## src/rtl/wb_port_scheduler.sv

```systemverilog
// Shares the single register-file write port between ALU writebacks and W loads.
// Loads own the port in their capture cycle; ALU writes to W wait behind a pending load.
module wb_port_scheduler #(
   parameter int DATA_W    = 16,
   parameter int SEL_W     = 6,
   parameter int MEM_LAT   = 2,
   parameter int W_REG_SEL = 34
) (
   input  logic              clk,
   input  logic              rst_n,
   input  logic              alu_valid,
   input  logic [DATA_W-1:0] alu_data,
   input  logic [SEL_W-1:0]  alu_sel,
   output logic              alu_stall,
   input  logic              mr,
   output logic              mr_ready,
   output logic              mem_rd_en,
   input  logic [DATA_W-1:0] mem_rd_data,
   output logic              wb_en,
   output logic [DATA_W-1:0] wb_data,
   output logic [SEL_W-1:0]  wb_sel,
   output logic              busy,
   output logic              update_flag
);

   localparam int CNT_W = (MEM_LAT > 1) ? $clog2(MEM_LAT) : 1;
   localparam logic [CNT_W-1:0] CNT_INIT = CNT_W'(MEM_LAT - 1);
   localparam logic [SEL_W-1:0] W_SEL = SEL_W'(W_REG_SEL);

   typedef enum logic {
      IDLE,
      MEM_WAIT
   } state_t;

   state_t           state;
   logic [CNT_W-1:0] cnt;
   logic             capture;
   logic             waw;
   logic             alu_fire;

   assign capture   = (state == MEM_WAIT) && (cnt == '0);
   assign waw       = (state == MEM_WAIT) && alu_valid && (alu_sel == W_SEL);
   assign alu_stall = capture | waw;
   assign alu_fire  = alu_valid & ~alu_stall;
   assign mr_ready  = (state == IDLE);
   assign mem_rd_en = mr & mr_ready;

   always_ff @(posedge clk or negedge rst_n) begin
      if (!rst_n) begin
         state       <= IDLE;
         cnt         <= '0;
         busy        <= 1'b0;
         wb_en       <= 1'b0;
         wb_data     <= '0;
         wb_sel      <= '0;
         update_flag <= 1'b0;
      end else begin
         wb_en <= 1'b0;
         unique case (state)
            IDLE: begin
               if (mr) begin
                  state <= MEM_WAIT;
                  cnt   <= CNT_INIT;
                  busy  <= 1'b1;
               end
            end
            MEM_WAIT: begin
               if (cnt != '0) begin
                  cnt <= cnt - CNT_W'(1);
               end else begin
                  state <= IDLE;
                  busy  <= 1'b0;
               end
            end
         endcase
         // Load wins the port; a stalled ALU request retries next cycle.
         if (capture) begin
            wb_en       <= 1'b1;
            wb_data     <= mem_rd_data;
            wb_sel      <= W_SEL;
            update_flag <= ~update_flag;
         end else if (alu_fire) begin
            wb_en       <= 1'b1;
            wb_data     <= alu_data;
            wb_sel      <= alu_sel;
            update_flag <= ~update_flag;
         end
      end
   end

endmodule

```

## config.mk

```make
export PLATFORM = sky130hd
export DESIGN_NAME = wb_port_scheduler
export DESIGN_NICKNAME = d
export VERILOG_FILES = /design/src/rtl/wb_port_scheduler.sv
export SDC_FILE = /design/constraint.sdc
export NUM_CORES = 1
export LEC_CHECK = 0
export CORE_UTILIZATION = 35
export DETAILED_ROUTE_END_ITERATION = 16
export PLACE_DENSITY = 0.74
export SKIP_CTS_REPAIR_TIMING = 1
export SLEW_MARGIN = 20
export SYNTH_ARGS = -nofsm -noshare
export SYNTH_HDL_FRONTEND = slang
export SYNTH_SLANG_ARGS = --single-unit
export TNS_END_PERCENT = 50
```

## constraint.sdc

```tcl
create_clock -name clk -period 3.35 [get_ports clk]
set_input_delay 0.67 -clock clk [delete_from_list [all_inputs] [get_ports clk]]
set_output_delay 0.67 -clock clk [all_outputs]
set_load 0.005 [all_outputs]
```

==> impl_metrics.toml, run 1 <==
[critical_path]
crit_fanout = 4
setup.worst_path.class = "input port to output port"
endpoint_kind = "output port"
path_buf_inv = 2
crit_arrival_ns = 2.49
cp.required_ns = 2.68
critical_path.top_delay_family = "buffers and inverters"
critPathSlowestCell = "clkdlybuf4s50_1"
cp_common_cell = "clkdlybuf4s50_1"
path_cells = "clkdlybuf4s50_1 > nor4b_4 > nand4_1 > o21ai_0 > clkdlybuf4s50_1"
critPathLaunchType = "input port"
max_stage_delay_ns = 0.53

[timing]
finalSetupTns_ns = 0
fin_crit_ns = 3.16
setup_violations = 0
hold_slack_ns = 0.479
rsz0062_at_grt = "false"
worst_pin_slew_ns = 0.727
fin_crit_sh_pct = 94.4
slew_headroom_pct = 51.5
drv_slew = 0
skew_ns = 0.00182
fmax_mhz = 316
finalHoldViolations = 0

[floorplan]
initial_utilization_pct = 37.6
dieHeight_um = 65.7
core_area_um2 = 3770
io_pins = 70
die_x_um = 65.7
rows = 22
die-area_um2 = 4310

[power_and_ir_drop]
powerDensity_nw_per_um2 = 732
vdd_ir_drop_max_mv = 0.308
p_seq_share_pct = 36.4
switchingPower_uw = 463
internal-power_mw = 1.13
p_sw_share_pct = 29.0
total_power_mw = 1.59
p_leak_nw = 0.971
combPwrFrac_pct = 52.3
clock_power_share_pct = 11.3

[global_routing]
grt_overflow = 0
grtUsageTotal_pct = 15.4
grt_pass1_wl_um = 5040
grt_pass1_vias = 1098
antenna_found_initial = 0
grt_max_degree = 28

[route]
drc = 0
drtIter0Drc = 18
vias = 1049
viasPerCell = 4.79
ant_nets = 0
finalWirelength_um = 3150
post_drt_wl_per_cell_um = 14.4
first_pass_iters = 4

[final_layout]
area_growth_syn_to_layout_pct = 53.4
design_area_um2 = 2180
drive_above_1_share_pct = 24.0
num-nets-final = 214
diodes = 0

[yosys]
synth_seq_cells = 27
ys_warn_count = 0
syn-cell-area_um2 = 1420
seq_area_frac_synth_pct = 47.6
synth_xor_xnor_area_share_pct = 0.617
yosys_most_used_dff = "dfrtp_1"
synthCells = 101
syn-num-nets = 143
synth_top_family_by_area = "multiplexers"
synth.area.top_cells = "dfrtp_1 (48%), mux2_4 (19%), mux2_2 (11%)"
synth.top_cell.area_share_pct = 47.6
muxShareOfSynthArea_pct = 30.9
synth_cell_type_count = 23
synthAdderAreaFrac_pct = 0
syn-mean-instance-area_um2 = 14.0
synth_compound_area_share_pct = 7.67
synth-edff-count = 0
async_flop_share_pct = 100
synthSimpleGateAreaFrac_pct = 7.32
synth_area_leader_cell = "dfrtp_1"

[clock_network]
clk_path_buf_depth = 2
cts_tree = "done"
ctsRootBufferMaster = "clkbuf_8"
h-tree-depth = 1
cts-buffers-inserted = 3
insertion_delay_ns = 0.26
path_clk_slew_ns = 0.09
clock_sinks = 27

[place]
gp_congestion = 0.704
io_buffers = 69
place_area_um2 = 2130
dp_hpwl_um = 2360

[outcome]
status = "finished, final reports clean"

[run]
cap_violations = 0

[hold_path]
hold_class = "flip-flop to flip-flop"
-- through the flow --
stage | worst slack (ns) | instances | utilization (%)
global placement | 0.236 | 215 | 56.5
detailed placement | 0.182 | 215 | 56.5
CTS | 0.157 | 219 | 57.7
finish | 0.188 | 219 | 57.7
floorplan | 1.25 | 101 | -
global route | 0.0623 | 219 | 57.7
-- cells in the mapped netlist, types with 2 or more instances --
cell type  number
a21oi_1         5
a311oi_1        4
buf_6           5
dfrtp_1        27
inv_1           6
mux2_2         14
mux2_4         18
nor2_1          5
nor3_1          2
o21ai_0         2
-- power by group through the flow --
stage	Clock [mW]	Combinational, mW	Sequential [mW]
after floorplan	0	0.462	0.578
after global placement	0	0.834	0.576
after detailed placement	0	0.846	0.582
after CTS	0.188	0.852	0.582
after global routing	0.200	0.895	0.602
final	0.180	0.833	0.580
-- registers in the layout, summed over array words and instances (netlist names) --
register     cells
busy             1
update_flag      1
wb_data         16
state            1
wb_en            1
wb_sel           6
cnt              1
-- path summary, 6_finish.rpt --
check,from,endpoint,slack (ns),cells past startpoint
max,alu_sel[3],alu_stall,0.19,5
min,update_flag,update_flag,0.48,1
max reg2reg,state,wb_data[5],1.40,3
min reg2reg,update_flag,update_flag,0.48,1
max in group asynchronous,rst_n,cnt,2.31,2
min in group asynchronous,rst_n,wb_data[6],0.77,2
-- cells by family (layout without fill, tap and decap cells) --
family | count (synthesis) | count (layout)
mux | 33 | 33
flops | 27 | 27
compound gates | 14 | 14
xor+xnor | 1 | 1
buf+inv | 12 | 82
simple gates | 14 | 14
-- cell usage in the layout, fill, tap and decap left out, types with 2 or more instances in the layout --
master / Yosys / routed
mux2_4: 18 / 18
dfrtp_1: 27 / 27
a311oi_1: 4 / 4
inv_1: 6 / 6
clkbuf_8: 0 / 3
buf_4: 0 / 3
clkdlybuf4s50_1: 0 / 69
a21oi_1: 5 / 5
nor2_1: 5 / 5
mux2_2: 14 / 14
nor3_1: 2 / 2
o21ai_0: 2 / 2
-- per-layer routing --
layer | share of wire (%) | wire length (um) | up-vias | global-route usage (%)
met2 | 48 | 1500 | 49 | 25.5
met4 | 1.3 | 42 | 0 | 4.89
met3 | 8.9 | 280 | 4 | 3.30
li1 | - | - | 499 | -
met1 | 42 | 1330 | 497 | 19.7
met5 | 0 | 0 | - | 0
-- layout make-up --
cell class	instances	area (um^2)
tap	48	60.1
multi-input combinational	62	659
sequential	27	676
fill	320	1600
timing repair buffer	72	713
clock buffer	4	45.0
inverter	6	22.5
(Power assumes the default switching activity.)
==> run 2: changes to the inputs <==
clock period = 3.76 ns   (was 3.35 ns; I/O delays follow)
==> run 2 against run 1 <==
Effect of this change:
- total power decreased by 11%
- combinational power shrank 11%
- worst hold slack is essentially flat
==> impl_metrics.toml, run 2 (synthesized netlist as in run 1, its figures left out) <==
[final_layout]
drive_above_1_share_pct = 23.1
area_growth_syn_to_layout_pct = 52.3
fillers = 296
num-nets-final = 212
top_regs = "wb_data x16, wb_sel x6"
design_area_um2 = 2160
final_common_cell = "clkdlybuf4s50_1"
largest_reg_flops = 16
largest_register = "wb_data"
postLayoutCoreUtil_pct = 57.3
diodes = 0
seq_area_um2 = 676
multi_input_area_um2 = 659
mostFrequentLayoutCells = "clkdlybuf4s50_1 (69), dfrtp_1 (27), mux2_4 (18)"

[global_routing]
grt_pass1_wl_um = 5020
grt_pass1_vias = 1114
antenna_found_initial = 0
grt_max_degree = 28
grtUsageTotal_pct = 15.2
grt_overflow = 0

[critical_path]
crit_fanout = 5
r2r-start = "state"
crit_arrival_ns = 2.78
reg2reg_depth = 3
path_cells = "clkdlybuf4s50_1 > nor4b_4 > nand4_1 > o21ai_0 > clkdlybuf4s50_1"
cp_common_cell = "clkdlybuf4s50_1"
rr_endpoint = "wb_data[15]"
critPathSlowestCell = "clkdlybuf4s50_1"
reg2reg_slack_ns = 1.79
endpoint_kind = "output port"
critPathLaunchType = "input port"
cp.required_ns = 3.01
max_stage_delay_ns = 0.56
setup.worst_path.class = "input port to output port"

[clock_network]
clock_sinks = 27
path_clk_slew_ns = 0.09
insertion_delay_ns = 0.26
cts_tree = "done"
cts-buffers-inserted = 3
h-tree-depth = 1
ctsRootBufferMaster = "clkbuf_8"
clk_path_buf_depth = 2

[hold_path]
whs_path_depth = 1
hp-start = "update_flag"
worstHoldEndpoint = "update_flag"
hold_class = "flip-flop to flip-flop"

[floorplan]
initial_utilization_pct = 37.6
io_pins = 70
dieHeight_um = 65.7
die_x_um = 65.7
die-area_um2 = 4310
core_area_um2 = 3770
rows = 22

[timing]
drv_slew = 0
fmax_mhz = 283
fin_crit_sh_pct = 93.9
rsz0062_at_grt = "false"
finalSetupTns_ns = 0
finalHoldViolations = 0
setup_violations = 0
worst_pin_slew_ns = 0.724
skew_ns = 0.00235
fin_crit_ns = 3.53
slew_headroom_pct = 51.6

[power_and_ir_drop]
total_power_mw = 1.42
powerDensity_nw_per_um2 = 658
vdd_ir_drop_max_mv = 0.314
p_leak_nw = 0.962

[outcome]
status = "finished, final reports clean"

[place]
place_area_um2 = 2120
io_buffers = 69
gp_congestion = 0.834
dp_hpwl_um = 2340

[route]
vias = 1058
finalWirelength_um = 3100
viasPerCell = 4.88
post_drt_wl_per_cell_um = 14.3
ant_nets = 0
first_pass_iters = 2
drc = 0
drtIter0Drc = 26

[run]
cap_violations = 0
## run 2: critical path: cells and delay by family
kind	cells	cell delay (ns)
AOI/OAI and AO/OA	1	0.29
buffers and inverters	2	1.07
and+or+nand+nor	2	0.67
## run 2: cell type report
| cell class | count | share of cell area (%) |
|---|---|---|
| Multi-Input combinational cell | 62 | 30.5 |
| Sequential cell | 27 | 31.3 |
| Inverter | 6 | 1.04 |
| Clock buffer | 4 | 2.08 |
| Timing Repair Buffer | 70 | 32.3 |
| Tap cell | 48 | 2.78 |
## run 2: worst max-delay path by stage
| stage | cells past startpoint | slack [ns] | end | startpoint |
|---|---|---|---|---|
| detailed placement | 5 | 0.22 | alu_stall | alu_sel[3] |
| CTS | 5 | 0.20 | alu_stall | alu_sel[3] |
| global route | 5 | 0.09 | alu_stall | alu_sel[3] |
| floorplan | 3 | 1.49 | alu_stall | alu_sel[3] |
| finish | 5 | 0.23 | alu_stall | alu_sel[3] |
| global placement | 5 | 0.37 | alu_stall | alu_sel[3] |
## run 2: per-stage QoR
step	instances	setup WS [ns]	hold slack (ns)
after floorplan	101	1.49	0.456
after global placement	213	0.369	0.460
after detailed placement	213	0.222	0.469
after CTS	217	0.196	0.484
after global routing	217	0.0903	0.491
final	217	0.228	0.479
## run 2: layer usage
metal | global-route usage, % | vias up | wire length, um
met2 | 26.7 | 47 | 1500
met3 | 3.47 | 4 | 243
met4 | 5.16 | 0 | 46
met1 | 18.0 | 508 | 1310
li1 | - | 499 | -
met5 | 0 | - | 0
## run 2: where the power goes
| group | internal [mW] | switching, mW | total [mW] |
|---|---|---|---|
| Sequential | 0.426 | 0.0929 | 0.519 |
| Combinational | 0.505 | 0.239 | 0.744 |
| Clock | 0.0756 | 0.0826 | 0.158 |
| Total | 1.01 | 0.415 | 1.42 |
==> run 3: changes to the inputs <==
clock period = 3.8 ns   (was 3.76 ns; I/O delays follow)
==> results of run 3 <==
Same layout as run 2 (identical final DEF). Status: finished, final reports clean.
Main changes from that run: setup slack after placement 0.222 ns -> 0.246 ns; setup slack after layout 0.228 ns -> 0.252 ns; register-to-register setup slack 1.79 ns -> 1.83 ns; total power 1.42 mW -> 1.41 mW; worst IR drop on VDD 0.314 mV -> 0.311 mV
